### src/rtl/ps2_pkg.sv
// Shared definitions for the PS/2 keyboard scan-code port: receiver states,
// the keyboard word address, common scan codes and dout bit positions.
package ps2_pkg;

  typedef enum logic [1:0] {
    IDLE   = 2'd0,
    SHIFT  = 2'd1,
    PARITY = 2'd2,
    STOP   = 2'd3
  } rx_state_t;

  localparam logic [31:0] KBD_ADDR = 32'hA000_0000;

  localparam logic [7:0] SC_EXT    = 8'hE0;
  localparam logic [7:0] SC_BREAK  = 8'hF0;
  localparam logic [7:0] SC_CAPS   = 8'h58;
  localparam logic [7:0] SC_LSHIFT = 8'h12;
  localparam logic [7:0] SC_RSHIFT = 8'h59;

  localparam int READY_BIT = 31;
  localparam int OVF_BIT   = 8;

  // Odd parity holds when the data bits and the parity bit XOR to 1.
  function automatic logic odd_parity_ok(input logic [7:0] data, input logic par);
    return ^{data, par};
  endfunction

endpackage

### src/rtl/ps2_byte_fifo.sv
// Synchronous circular-buffer FIFO for received scan-code bytes.
// Pointers carry one extra wrap bit so full and empty are told apart.
// A pop in the same cycle as a push on a full FIFO frees the slot first.
module ps2_byte_fifo #(
  parameter int DEPTH = 8,
  parameter int WIDTH = 8
) (
  input  logic             clock,
  input  logic             reset,
  input  logic             push,
  input  logic [WIDTH-1:0] din,
  input  logic             pop,
  output logic [WIDTH-1:0] head,
  output logic             full,
  output logic             empty
);

  localparam int AW = $clog2(DEPTH);

  logic [AW:0]      r_wptr;
  logic [AW:0]      r_rptr;
  logic [WIDTH-1:0] r_mem [DEPTH];
  logic             w_pop_ok;
  logic             w_push_ok;

  assign empty     = (r_wptr == r_rptr);
  assign full      = (r_wptr[AW] != r_rptr[AW]) && (r_wptr[AW-1:0] == r_rptr[AW-1:0]);
  assign w_pop_ok  = pop & ~empty;
  assign w_push_ok = push & (~full | w_pop_ok);
  assign head      = r_mem[r_rptr[AW-1:0]];

  // Storage write; contents need no reset since the pointers define validity.
  always_ff @(posedge clock) begin
    if (w_push_ok) r_mem[r_wptr[AW-1:0]] <= din;
  end

  // Pointer update; the wrap bit rolls naturally modulo 2*DEPTH.
  always_ff @(posedge clock or posedge reset) begin
    if (reset) begin
      r_wptr <= '0;
      r_rptr <= '0;
    end else begin
      if (w_push_ok) r_wptr <= r_wptr + 1'b1;
      if (w_pop_ok)  r_rptr <= r_rptr + 1'b1;
    end
  end

endmodule

### src/rtl/ps2_scancode_port.sv
// PS/2 device-to-host receiver feeding a scan-code FIFO, presented as the
// CPU keyboard word {ready, 22'b0, overflow, byte}.
// Optional macro PS2_PARITY_CHECK_EN: when defined, frames must carry odd
// parity; when undefined the parity bit is clocked past but ignored.
module ps2_scancode_port
  import ps2_pkg::*;
#(
  parameter int FIFO_DEPTH     = 8,
  parameter int TIMEOUT_CYCLES = 50000,
  parameter int SYNC_STAGES    = 3
) (
  input  logic        clock,
  input  logic        reset,
  input  logic        ps2_clk,
  input  logic        ps2_data,
  input  logic        rd,
  output logic [31:0] dout,
  output logic        ready,
  output logic        overflow
);

  localparam int TW = $clog2(TIMEOUT_CYCLES);

  logic [SYNC_STAGES-1:0] r_clk_sync;
  logic [SYNC_STAGES-1:0] r_data_sync;
  rx_state_t              r_state;
  logic [2:0]             r_cnt;
  logic [TW-1:0]          r_to;
  logic [7:0]             r_shift;
  logic                   r_push;
  logic                   r_ovf;
`ifdef PS2_PARITY_CHECK_EN
  logic                   r_par;
`endif

  logic       w_fall;
  logic       w_bit;
  logic       w_par_ok;
  logic       w_timeout;
  logic       w_pop;
  logic       w_drop;
  logic       w_full;
  logic       w_empty;
  logic [7:0] w_head;

  // Stage 0 is nearest the pin; the edge is seen between the two oldest stages.
  assign w_fall    = r_clk_sync[SYNC_STAGES-1] & ~r_clk_sync[SYNC_STAGES-2];
  assign w_bit     = r_data_sync[SYNC_STAGES-2];
  assign w_timeout = (r_state != IDLE) && !w_fall && (r_to == TW'(TIMEOUT_CYCLES - 1));

`ifdef PS2_PARITY_CHECK_EN
  assign w_par_ok = odd_parity_ok(r_shift, r_par);
`else
  assign w_par_ok = 1'b1;
`endif

  // Synchronise both PS/2 lines; reset to the idle-high level so no false edge appears.
  always_ff @(posedge clock or posedge reset) begin
    if (reset) begin
      r_clk_sync  <= '1;
      r_data_sync <= '1;
    end else begin
      r_clk_sync  <= {r_clk_sync[SYNC_STAGES-2:0], ps2_clk};
      r_data_sync <= {r_data_sync[SYNC_STAGES-2:0], ps2_data};
    end
  end

  // Receiver FSM with frame timeout; r_push pulses for one cycle per accepted frame.
  always_ff @(posedge clock or posedge reset) begin
    if (reset) begin
      r_state <= IDLE;
      r_cnt   <= '0;
      r_to    <= '0;
      r_shift <= '0;
      r_push  <= 1'b0;
`ifdef PS2_PARITY_CHECK_EN
      r_par   <= 1'b0;
`endif
    end else begin
      r_push <= 1'b0;
      if (w_timeout) begin
        r_state <= IDLE;
        r_cnt   <= '0;
        r_to    <= '0;
      end else begin
        if (r_state == IDLE || w_fall) r_to <= '0;
        else                           r_to <= r_to + TW'(1);
        if (w_fall) begin
          case (r_state)
            IDLE: begin
              if (!w_bit) begin
                r_state <= SHIFT;
                r_cnt   <= '0;
              end
            end
            SHIFT: begin
              r_shift <= {w_bit, r_shift[7:1]};
              r_cnt   <= r_cnt + 3'd1;
              if (r_cnt == 3'd7) r_state <= PARITY;
            end
            PARITY: begin
`ifdef PS2_PARITY_CHECK_EN
              r_par   <= w_bit;
`endif
              r_state <= STOP;
            end
            STOP: begin
              r_push  <= w_bit & w_par_ok;
              r_state <= IDLE;
            end
            default: r_state <= IDLE;
          endcase
        end
      end
    end
  end

  assign w_pop  = rd & ~w_empty;
  assign w_drop = r_push & w_full & ~w_pop;

  ps2_byte_fifo #(
    .DEPTH (FIFO_DEPTH),
    .WIDTH (8)
  ) u_fifo (
    .clock (clock),
    .reset (reset),
    .push  (r_push),
    .din   (r_shift),
    .pop   (w_pop),
    .head  (w_head),
    .full  (w_full),
    .empty (w_empty)
  );

  // Sticky overflow: set by a dropped byte, cleared by the next successful pop.
  always_ff @(posedge clock or posedge reset) begin
    if (reset)       r_ovf <= 1'b0;
    else if (w_drop) r_ovf <= 1'b1;
    else if (w_pop)  r_ovf <= 1'b0;
  end

  assign ready    = ~w_empty;
  assign overflow = r_ovf;

  // Keyboard word straight from the FIFO head; all zero while nothing is buffered.
  always_comb begin
    dout = '0;
    if (ready) begin
      dout[READY_BIT] = 1'b1;
      dout[OVF_BIT]   = r_ovf;
      dout[7:0]       = w_head;
    end
  end

endmodule

### config.mk
export PLATFORM = sky130hd
export DESIGN_NAME = ps2_scancode_port
export DESIGN_NICKNAME = d
export VERILOG_FILES = /design/src/rtl/ps2_pkg.sv /design/src/rtl/ps2_byte_fifo.sv /design/src/rtl/ps2_scancode_port.sv
export SDC_FILE = /design/constraint.sdc
export NUM_CORES = 1
export LEC_CHECK = 0
export CORE_MARGIN = 2
export CORE_UTILIZATION = 36
export CTS_BUF_LIST = sky130_fd_sc_hd__clkbuf_4
export CTS_CLUSTER_SIZE = 20
export DETAILED_ROUTE_END_ITERATION = 12
export HOLD_SLACK_MARGIN = 0.05
export PLACE_DENSITY = 0.6
export SYNTH_ARGS = -nofsm -noshare
export SYNTH_HDL_FRONTEND = slang
export SYNTH_SLANG_ARGS = --single-unit
### constraint.sdc
create_clock -name clock -period 5.25 [get_ports clock]
set_clock_uncertainty 0.15 [all_clocks]
set_input_delay 1.05 -clock clock [delete_from_list [all_inputs] [get_ports clock]]
set_output_delay 1.05 -clock clock [all_outputs]
set_load 0.005 [all_outputs]
==> Word-level counts from Yosys, hierarchy flattened <==
Memory sizes are Yosys's and may differ from the RTL's.
Cells that the tools add are included.
{ "totals": {"reg_bits": 44, "memories": 1, "inputBits": 5, "ramBits": 64, "word_cells": 70} }
{ "mem_list": {"columns": ["memory", "depth", "width", "rd", "rd_clocked_by_memory_dff", "wr", "line_no", "text"], "rows": [
  ["u_fifo.r_mem", 8, 8, 1, 0, 1, "ps2_byte_fifo.sv:22", "logic [WIDTH-1:0] r_mem [DEPTH];"]
]} }
{ "classes": {"bitwise_logic": 12, "n_reduce_logical": 13, "add_sub_neg": 4, "muxes": 20, "eq_ne": 10} }
{ "ops": {"columns": ["cell", "n"], "rows": [
  ["$mux 16", 2],
  ["$add 16x1->16 const B", 1],
  ["$eq 16x16->1 const B", 1],
  ["$mux 3", 3],
  ["$mux 9", 1],
  ["$reduce_and 3->1", 3],
  ["$add 4x1->4 const B", 2],
  ["$mux 1", 8],
  ["$mux 2", 4],
  ["$pmux 2 s4", 1],
  ["$and 1x1->1", 6],
  ["$ne 3x3->1 const B", 2],
  ["$pmux 3 s2", 1],
  ["$reduce_bool 2->1", 3],
  ["$not 1->1", 5],
  ["$eq 2x2->1 const B", 2],
  ["$eq 4x4->1", 1],
  ["$add 3x1->3 const B", 1],
  ["$eq 3x3->1", 1],
  ["$eq 3x3->1 const B", 1],
  ["$logic_and 1x1->1", 3],
  ["$reduce_bool 3->1", 1],
  ["$eq 2x1->1 const B", 1],
  ["$logic_not 2->1", 1],
  ["4 further kinds", 4]
]} }

==> Logic depth before layout (Yosys ltp) <==
Gate-level depths: netlist of the first run.
{ "depth": {"depth_word": 8, "ltp_mapped": 6, "ltp_nobuf": 6} }

==> Hierarchy <==
A second synthesis of the first run with hierarchy kept.
{ "hier_totals": {"hier_cells": 334, "hier_area_um2": 4894.7} }
{ "modules_own_cells": {"columns": ["mod", "cells_each", "area_each_um2", "seq_area_each_um2", "instances"], "rows": [
  ["ps2_byte_fifo", 152, 2987.9, 2122.0, 1],
  ["ps2_scancode_port", 182, 1906.8, 907.1, 1]
]} }

==> Worst setup path before layout of the first run <==
No wires, ideal clock.
{ "synth_timing": {"path_type": "reg-to-output", "startpoint": "register u_fifo.r_rptr[1]", "endpoint": "output port dout[31]", "stages_incl_launch_ff": 7, "arrival_time_ns": 1.592, "setup_slack_ns": 2.458, "required_time_ns": 4.050, "path_cell_list": "dfrtp_1 -> buf_6 -> xor2_1 -> nor4_1 -> clkbuf_1 -> inv_1 -> buf_4"} }
{ "synth_between": {"elab_chain_len": 2} }
{ "synth_rtl": {"columns": ["item", "line_no", "text"], "rows": [
  ["start, declared", "ps2_byte_fifo.sv:21", "logic [AW:0] r_rptr;"],
  ["start signal, assigned", "ps2_byte_fifo.sv:44", "if (w_pop_ok) r_rptr <= r_rptr + 1'b1;"],
  ["$eq 4x4->1", "ps2_byte_fifo.sv:26", "assign empty = (r_wptr == r_rptr);"],
  ["$mux 1", "ps2_scancode_port.sv:148", "if (ready) begin"],
  ["end, declared", "ps2_scancode_port.sv:17", "output logic [31:0] dout,"]
]} }
Every way passes these cells.

==> Final worst setup path of the first run <==
{ "layout_timing": {"startpoint": "register u_fifo.r_rptr[1]", "endpoint": "output port dout[1]"} }
{ "layout_between": {"elab_chain_len": 2, "elab_cells_between_ends": 3, "classes_between": "eq/ne: 1; mux: 1; memory: 1"} }
{ "layout_rtl": {"columns": ["item", "line_no"], "rows": [
  ["$mem_v2 8x8 or $eq 4x4->1 (tied branches)", null],
  ["$mux 9 (*)", "ps2_scancode_port.sv:148"]
]} }
Mark *: on every way between the ends. The rest lies on a longest branch, timed or not.

==> results of run 1 <==
sequential cells by signal, summed over array words and instances (netlist names):
register	flops
r_to	16
overflow	1
r_data_sync	2
u_fifo.r_rptr	4
r_shift	8
r_clk_sync	3
u_fifo.r_wptr	4
r_cnt	3
r_state	2
r_push	1
u_fifo.r_mem	64
cell usage after synthesis:
| master | instances |
|---|---|
| nand2b_1 | 4 |
| nor4_1 | 6 |
| nor4bb_1 | 2 |
| buf_4 | 24 |
| buf_2 | 3 |
| buf_6 | 2 |
| o41ai_1 | 1 |
| nor3_1 | 11 |
| inv_1 | 9 |
| o21a_1 | 2 |
| nor4b_1 | 1 |
| a21oi_1 | 6 |
| edfxtp_1 | 64 |
| o22ai_1 | 1 |
| o21ai_2 | 1 |
| ha_1 | 9 |
| nand4_1 | 8 |
| nand4b_1 | 1 |
| and3_1 | 3 |
| mux4_2 | 16 |
| nand3_1 | 4 |
| nor2_1 | 32 |
| nand3b_1 | 1 |
| mux2_2 | 8 |
| or3_1 | 1 |
| nor2b_1 | 3 |
| mux2i_1 | 9 |
| or2_2 | 1 |
| xor2_1 | 8 |
| dfrtp_1 | 39 |
| xnor2_1 | 15 |
| buf_1 | 1 |
| or3b_1 | 1 |
| o21ai_4 | 1 |
| conb_1 | 1 |
| mux2_1 | 2 |
| o21ai_0 | 1 |
| nand2_1 | 14 |
| dfstp_2 | 5 |
| a21o_1 | 1 |
| o211ai_1 | 3 |
| clkbuf_1 | 4 |
cells by family (layout without fill, tap and decap cells):
group / Yosys count / in the layout / synth area share
buffers and inverters: 43 / 45 / 0.0567
other: 1 / 22 / 0.000787
AO/OA/AOI/OAI: 17 / 17 / 0.0252
XOR/XNOR: 23 / 23 / 0.0423
AND/OR/NAND/NOR: 93 / 93 / 0.0974
adder cells (fa/ha/maj): 9 / 9 / 0.0236
multiplexers: 35 / 35 / 0.118
flip-flops: 108 / 108 / 0.636
metrics by stage:
step / hold slack [ns] / std cells / setup slack, ns / util
after floorplan: 0.195 / 350 / 2.46 / -
after global routing: 0.224 / 528 / 1.14 / 0.394
final: 0.218 / 528 / 1.37 / 0.394
after CTS: 0.218 / 528 / 1.28 / 0.394
after detailed placement: 0.197 / 513 / 1.83 / 0.385
after global placement: 0.196 / 513 / 1.87 / 0.385
placed cells by master (no fill, tap or decap), types with 2 or more instances in the layout:
cell,Yosys,routed
edfxtp_1,64,64
dfrtp_1,39,39
nor2_1,32,32
conb_1,1,22
mux4_2,16,16
clkdlybuf4s50_1,0,16
xnor2_1,15,15
nand2_1,14,14
nor3_1,11,9
mux2i_1,9,9
ha_1,9,9
clkbuf_4,0,9
xor2_1,8,8
mux2_2,8,8
inv_1,9,8
nand4_1,8,8
a21oi_1,6,6
nor4_1,6,5
buf_4,24,5
dfstp_2,5,5
nand2b_1,4,4
nand3_1,4,4
o211ai_1,3,3
nor2b_1,3,3
and3_1,3,3
mux2_1,2,2
nor4bb_1,2,2
o21a_1,2,2
nor3_2,0,2
clkinv_4,0,2
worst min-delay path by stage:
stage / from / to / depth (start not counted)
after detailed placement: r_clk_sync[0]$_DFF_PP1_ / r_clk_sync[1]$_DFF_PP1_ / 0
after global routing: r_data_sync[0]$_DFF_PP1_ / r_data_sync[1]$_DFF_PP1_ / 0
after floorplan: r_clk_sync[0]$_DFF_PP1_ / r_clk_sync[1]$_DFF_PP1_ / 0
final: r_clk_sync[0]$_DFF_PP1_ / r_clk_sync[1]$_DFF_PP1_ / 0
after CTS: r_clk_sync[0]$_DFF_PP1_ / r_clk_sync[1]$_DFF_PP1_ / 0
after global placement: r_data_sync[0]$_DFF_PP1_ / r_data_sync[1]$_DFF_PP1_ / 0
metal layers:
metal,vias to the layer above,share of wire,global-route usage
li1,1196,-,-
met4,0,0.0098,0.0446
met2,29,0.51,0.195
met3,7,0.025,0.0244
met5,-,0,0
met1,1242,0.46,0.142
cell type report:
| type | instances | share of cell area |
|---|---|---|
| flip-flops and latches | 108 | 0.587 |
| clock inverters | 6 | 0.00946 |
| inverters | 9 | 0.00655 |
| well taps | 176 | 0.0427 |
| clock buffers | 9 | 0.0131 |
| multi-input cells | 199 | 0.303 |
| repair buffers | 21 | 0.0383 |
report_power, final:
group	switching (W)	internal, W
clock	0.000270	0.000100
sequential	0.000189	0.00105
combinational	0.000267	0.000377
worst reg2reg max path, stage by stage, from the launching register on:
cell and delay (ns):
dfrtp_1 0.90, xor2_1 0.25, or3_1 0.32, o21ai_4 0.14
nor3_2 0.75
==> metrics.cfg, run 1 <==
[logic_synthesis]
yosysSeqAreaShare = 0.636
post_synth_instance_area_um2 = 4760
synth_largest_area_cell = edfxtp_1
synth.ff_latch_count = 108
avgSynthCellArea_um2 = 14.5
synthesis_warnings = 0
netlist_top_cells_area = edfxtp_1 40%, dfrtp_1 20%, mux4_2 7.6%, buf_4 3.8%, dfstp_2 2.8%
cells_after_synth = 329
yosysUniqueCellTypes = 42
post-synth-top-area-fraction = 0.403

[floorplan]
dieWidth_um = 119
dieHeight_um = 119
io_pins = 39
initial_core_util = 0.364
floorplan.core_area_um2 = 13100
rows = 42
die_area_um2 = 14200

[status]
status = completed

[worst_setup_path]
worstSetupEndpointType = primary output
setup.worst_path.start_class = register
critical_path.max_stage_delay_ns = 0.90
cp.arrival_ns = 2.68
r2r-start = u_fifo.r_rptr[1]$_DFFE_PP0P_
cpMaxStageDelayCell = dfrtp_1
worstPathCellList = xor2_1 -> nor4_2 -> buf_4 -> nor2_1 -> clkdlybuf4s50_1
worst-setup-path-type = reg -> out
timing.reg2reg.setup_slack_ns = 2.37
cell_count_along_the_critical_path = 5
crit_end = dout[1]
path_max_fanout = 20
worst_setup_path_startpoint = u_fifo.r_rptr[1]$_DFFE_PP0P_
worst-endpoint-required_ns = 4.05
r2r_end = u_fifo.r_mem[4][0]$_DFFE_PP_
logic_depth_of_the_worst_register_to_register_path = 4
path_delay_family = flip-flops
timing.critical_path.buf_inv = 2

[sta]
max_slew.worst_pin.slew_ns = 0.910
hold_violations = 0
rsz0062_at_grt = no
achievable-frequency_mhz = 258
period_share = 0.739
period_minus_slack_ns = 3.88
tns_ns = 0
setup-violations-final = 0
report.final.slew_viol_count = 0
timing.max_slew.rel_slack = 0.390

[job]
cap_viol_max_count = 0

[cts]
gates_resized_cts_repair = 0
clk_pin_slew_ns = 0.16
worstSkewPairLatency_ns = 0.44
cts_made_buffers = 9
postCtsHoldBufs = 0
numClockSinks = 108
cts.path.max_buffers = 2
cts_setup_buffers = 0
cts.root.buffer_cell = clkbuf_4
cts.htree.levels = 3
cts_tree = built

[drt]
dr.pass1.iters = 5
routed_wirelength_um = 7550
drt_iter0_markers = 82
route.detailed.vias_per_inst = 4.69
drc_errors = 0
wire_per_inst_um = 14.3
routed-via-count = 2474
drtAntennaViolNets = 0

[cells_and_area]
regArea_um2 = 3030
multi_input_area_um2 = 1560
diodes = 0
final_design_area_no_fill_um2 = 5160
area_delta_synth_final_pct = 8.25
final.fill_count = 1215
final_net_count = 362
ratio_of_cells_with_drive_above_1_in_the_final_layout = 0.156

[power]
cellLeakagePower_nw = 1.89
vdd.ir_drop.worst_uv = 114
power_density_nw_per_um2 = 437
power_w = 0.00226

[global_route]
gr-total-overflow = 0
track_usage = 0.114
global_route_wire_length_before_repair_um = 12400
grt_max_degree = 45
number_of_antenna_violations_at_the_first_check_in_global_routing = 0
grt_pass1_vias = 2476

[place]
dpl-instance-area_um2 = 5040
place.port_buffers = 16
gpl.final_weighted_congestion = 0.772
hpwl_um = 5090

[min_path]
hold_path.class = reg -> reg

(Power assumes the default switching activity.)
==> run 2: changes to the inputs <==
PLACE_DENSITY = 0.62   (was 0.6)
clock period = 3.4 ns   (was 5.25 ns; I/O delays follow)
==> run 2 against run 1 <==
Clock-buffer cell count unchanged; wire length increased by 6.0%; worst hold slack got worse by 0.0022 ns; worst setup slack got worse by 1.2 ns; via count increased by 2.5%; final area increased by 0.73%.
==> metrics.cfg, run 2 (synthesis gave the netlist of run 1 again) <==
[status]
status = completed

[sta]
max_slew.worst_pin.slew_ns = 0.913
hold_violations = 0
period_share = 0.937
setup-violations-final = 0
achievable-frequency_mhz = 314
timing.max_slew.rel_slack = 0.391
report.final.slew_viol_count = 0
rsz0062_at_grt = no
period_minus_slack_ns = 3.19
worst_hold_slack_ns = 0.215
tns_ns = 0

[floorplan]
io_pins = 39
rows = 42
dieWidth_um = 119
dieHeight_um = 119
initial_core_util = 0.364
die_area_um2 = 14200
floorplan.core_area_um2 = 13100

[min_path]
hold_depth = 0
hold_path.class = reg -> reg
hold_path.startpoint = r_clk_sync[0]$_DFF_PP1_
min_delay_worst_endpoint = r_clk_sync[1]$_DFF_PP1_

[power]
power_density_nw_per_um2 = 677
vdd.ir_drop.worst_uv = 235
cellLeakagePower_nw = 1.92

[drt]
dr.pass1.iters = 4
drt_iter0_markers = 175
wire_per_inst_um = 15.0
routed_wirelength_um = 8000
drc_errors = 0
route.detailed.vias_per_inst = 4.75
routed-via-count = 2536
drtAntennaViolNets = 0

[worst_setup_path]
cp.arrival_ns = 2.36
cpMaxStageDelayCell = dfrtp_2
logic_depth_of_the_worst_register_to_register_path = 5
r2r_end = u_fifo.r_mem[5][6]$_DFFE_PP_
r2r-start = u_fifo.r_rptr[1]$_DFFE_PP0P_
path_max_fanout = 11
worst-setup-path-type = reg -> out
worstSetupEndpointType = primary output
critical_path.max_stage_delay_ns = 0.55
worstPathCellList = xor2_1 -> nor4_2 -> buf_4 -> nor2_1 -> clkdlybuf4s50_1
setup.worst_path.start_class = register
timing.reg2reg.setup_slack_ns = 1.12
worst-endpoint-required_ns = 2.57

[cts]
cts.htree.levels = 3
worstSkewPairLatency_ns = 0.45
cts.root.buffer_cell = clkbuf_4
cts_tree = built
clk_pin_slew_ns = 0.17
numClockSinks = 108
cts.path.max_buffers = 2
cts_made_buffers = 9

[cells_and_area]
final_util = 0.397
regArea_um2 = 3030
ratio_of_cells_with_drive_above_1_in_the_final_layout = 0.168
area_delta_synth_final_pct = 9.03
diodes = 0
largest_register_ff_count = 64
mostFrequentLayoutCell = edfxtp_1
multi_input_area_um2 = 1550
final_cell_mix = 64 x edfxtp_1, 38 x dfrtp_1, 32 x nor2_1
final_net_count = 368
final.fill_count = 1224

[global_route]
grt_pass1_vias = 2512
global_route_wire_length_before_repair_um = 13100
grt_max_degree = 45
gr-total-overflow = 0
number_of_antenna_violations_at_the_first_check_in_global_routing = 0
track_usage = 0.120

[place]
place.port_buffers = 16
gpl.final_weighted_congestion = 0.761
hpwl_um = 5230

[job]
cap_viol_max_count = 0

run 2: critical path: cells and delay by family (launching register included):
family	cells	cell delay, ns
flops	1	0.55
xor+xnor	1	0.20
simple gates	2	0.45
buf+inv	2	0.72
run 2: area by class of cell:
cell class / count / share of cell area
flip-flops and latches: 108 / 0.583
multi-input cells: 199 / 0.298
repair buffers: 27 / 0.0474
well taps: 176 / 0.0424
clock buffers: 9 / 0.0130
clock inverters: 6 / 0.00891
inverters: 9 / 0.00650
run 2: repair_timing:
action | in CTS | in global routing
gates resized for setup | 0 | 2
endpoints found under the setup margin | 0 | 10
hold buffers | 0 | 0
setup buffers | 0 | 0
run 2: power by group:
group | internal, W | total, W | switching [W]
logic | 0.000599 | 0.00110 | 0.000501
registers | 0.00163 | 0.00185 | 0.000223
clock network | 0.000154 | 0.000567 | 0.000413
total | 0.00238 | 0.00352 | 0.00114
run 2: per-layer routing:
metal,global-route usage,wire (µm),up-vias
met5,0,0,-
met4,0.0290,39,0
met3,0.0374,431,4
met1,0.153,3470,1265
met2,0.201,4060,57
li1,-,-,1210
run 2: worst max-delay path by stage:
| stage | from | endpoint | slack (ns) | depth (start not counted) |
|---|---|---|---|---|
| global placement | u_fifo.r_rptr[1]$_DFFE_PP0P_ | dout[6] | 0.65 | 5 |
| global route | u_fifo.r_rptr[0]$_DFFE_PP0P_ | dout[3] | 0.07 | 6 |
| floorplan | u_fifo.r_rptr[1]$_DFFE_PP0P_ | dout[31] | 0.98 | 6 |
| CTS | u_fifo.r_rptr[1]$_DFFE_PP0P_ | dout[3] | 0.03 | 5 |
| finish | u_fifo.r_rptr[1]$_DFFE_PP0P_ | dout[3] | 0.21 | 5 |
| detailed placement | u_fifo.r_rptr[1]$_DFFE_PP0P_ | dout[3] | 0.58 | 5 |
run 2: stage by stage:
step	area (µm²)	total power [W]	cells	setup slack, ns
floorplan	4840	0.00262	350	0.978
global placement	5080	0.00296	519	0.648
detailed placement	5080	0.00300	519	0.577
CTS	5190	0.00357	534	0.0291
global route	5190	0.00377	534	0.0673
finish	5190	0.00352	534	0.213
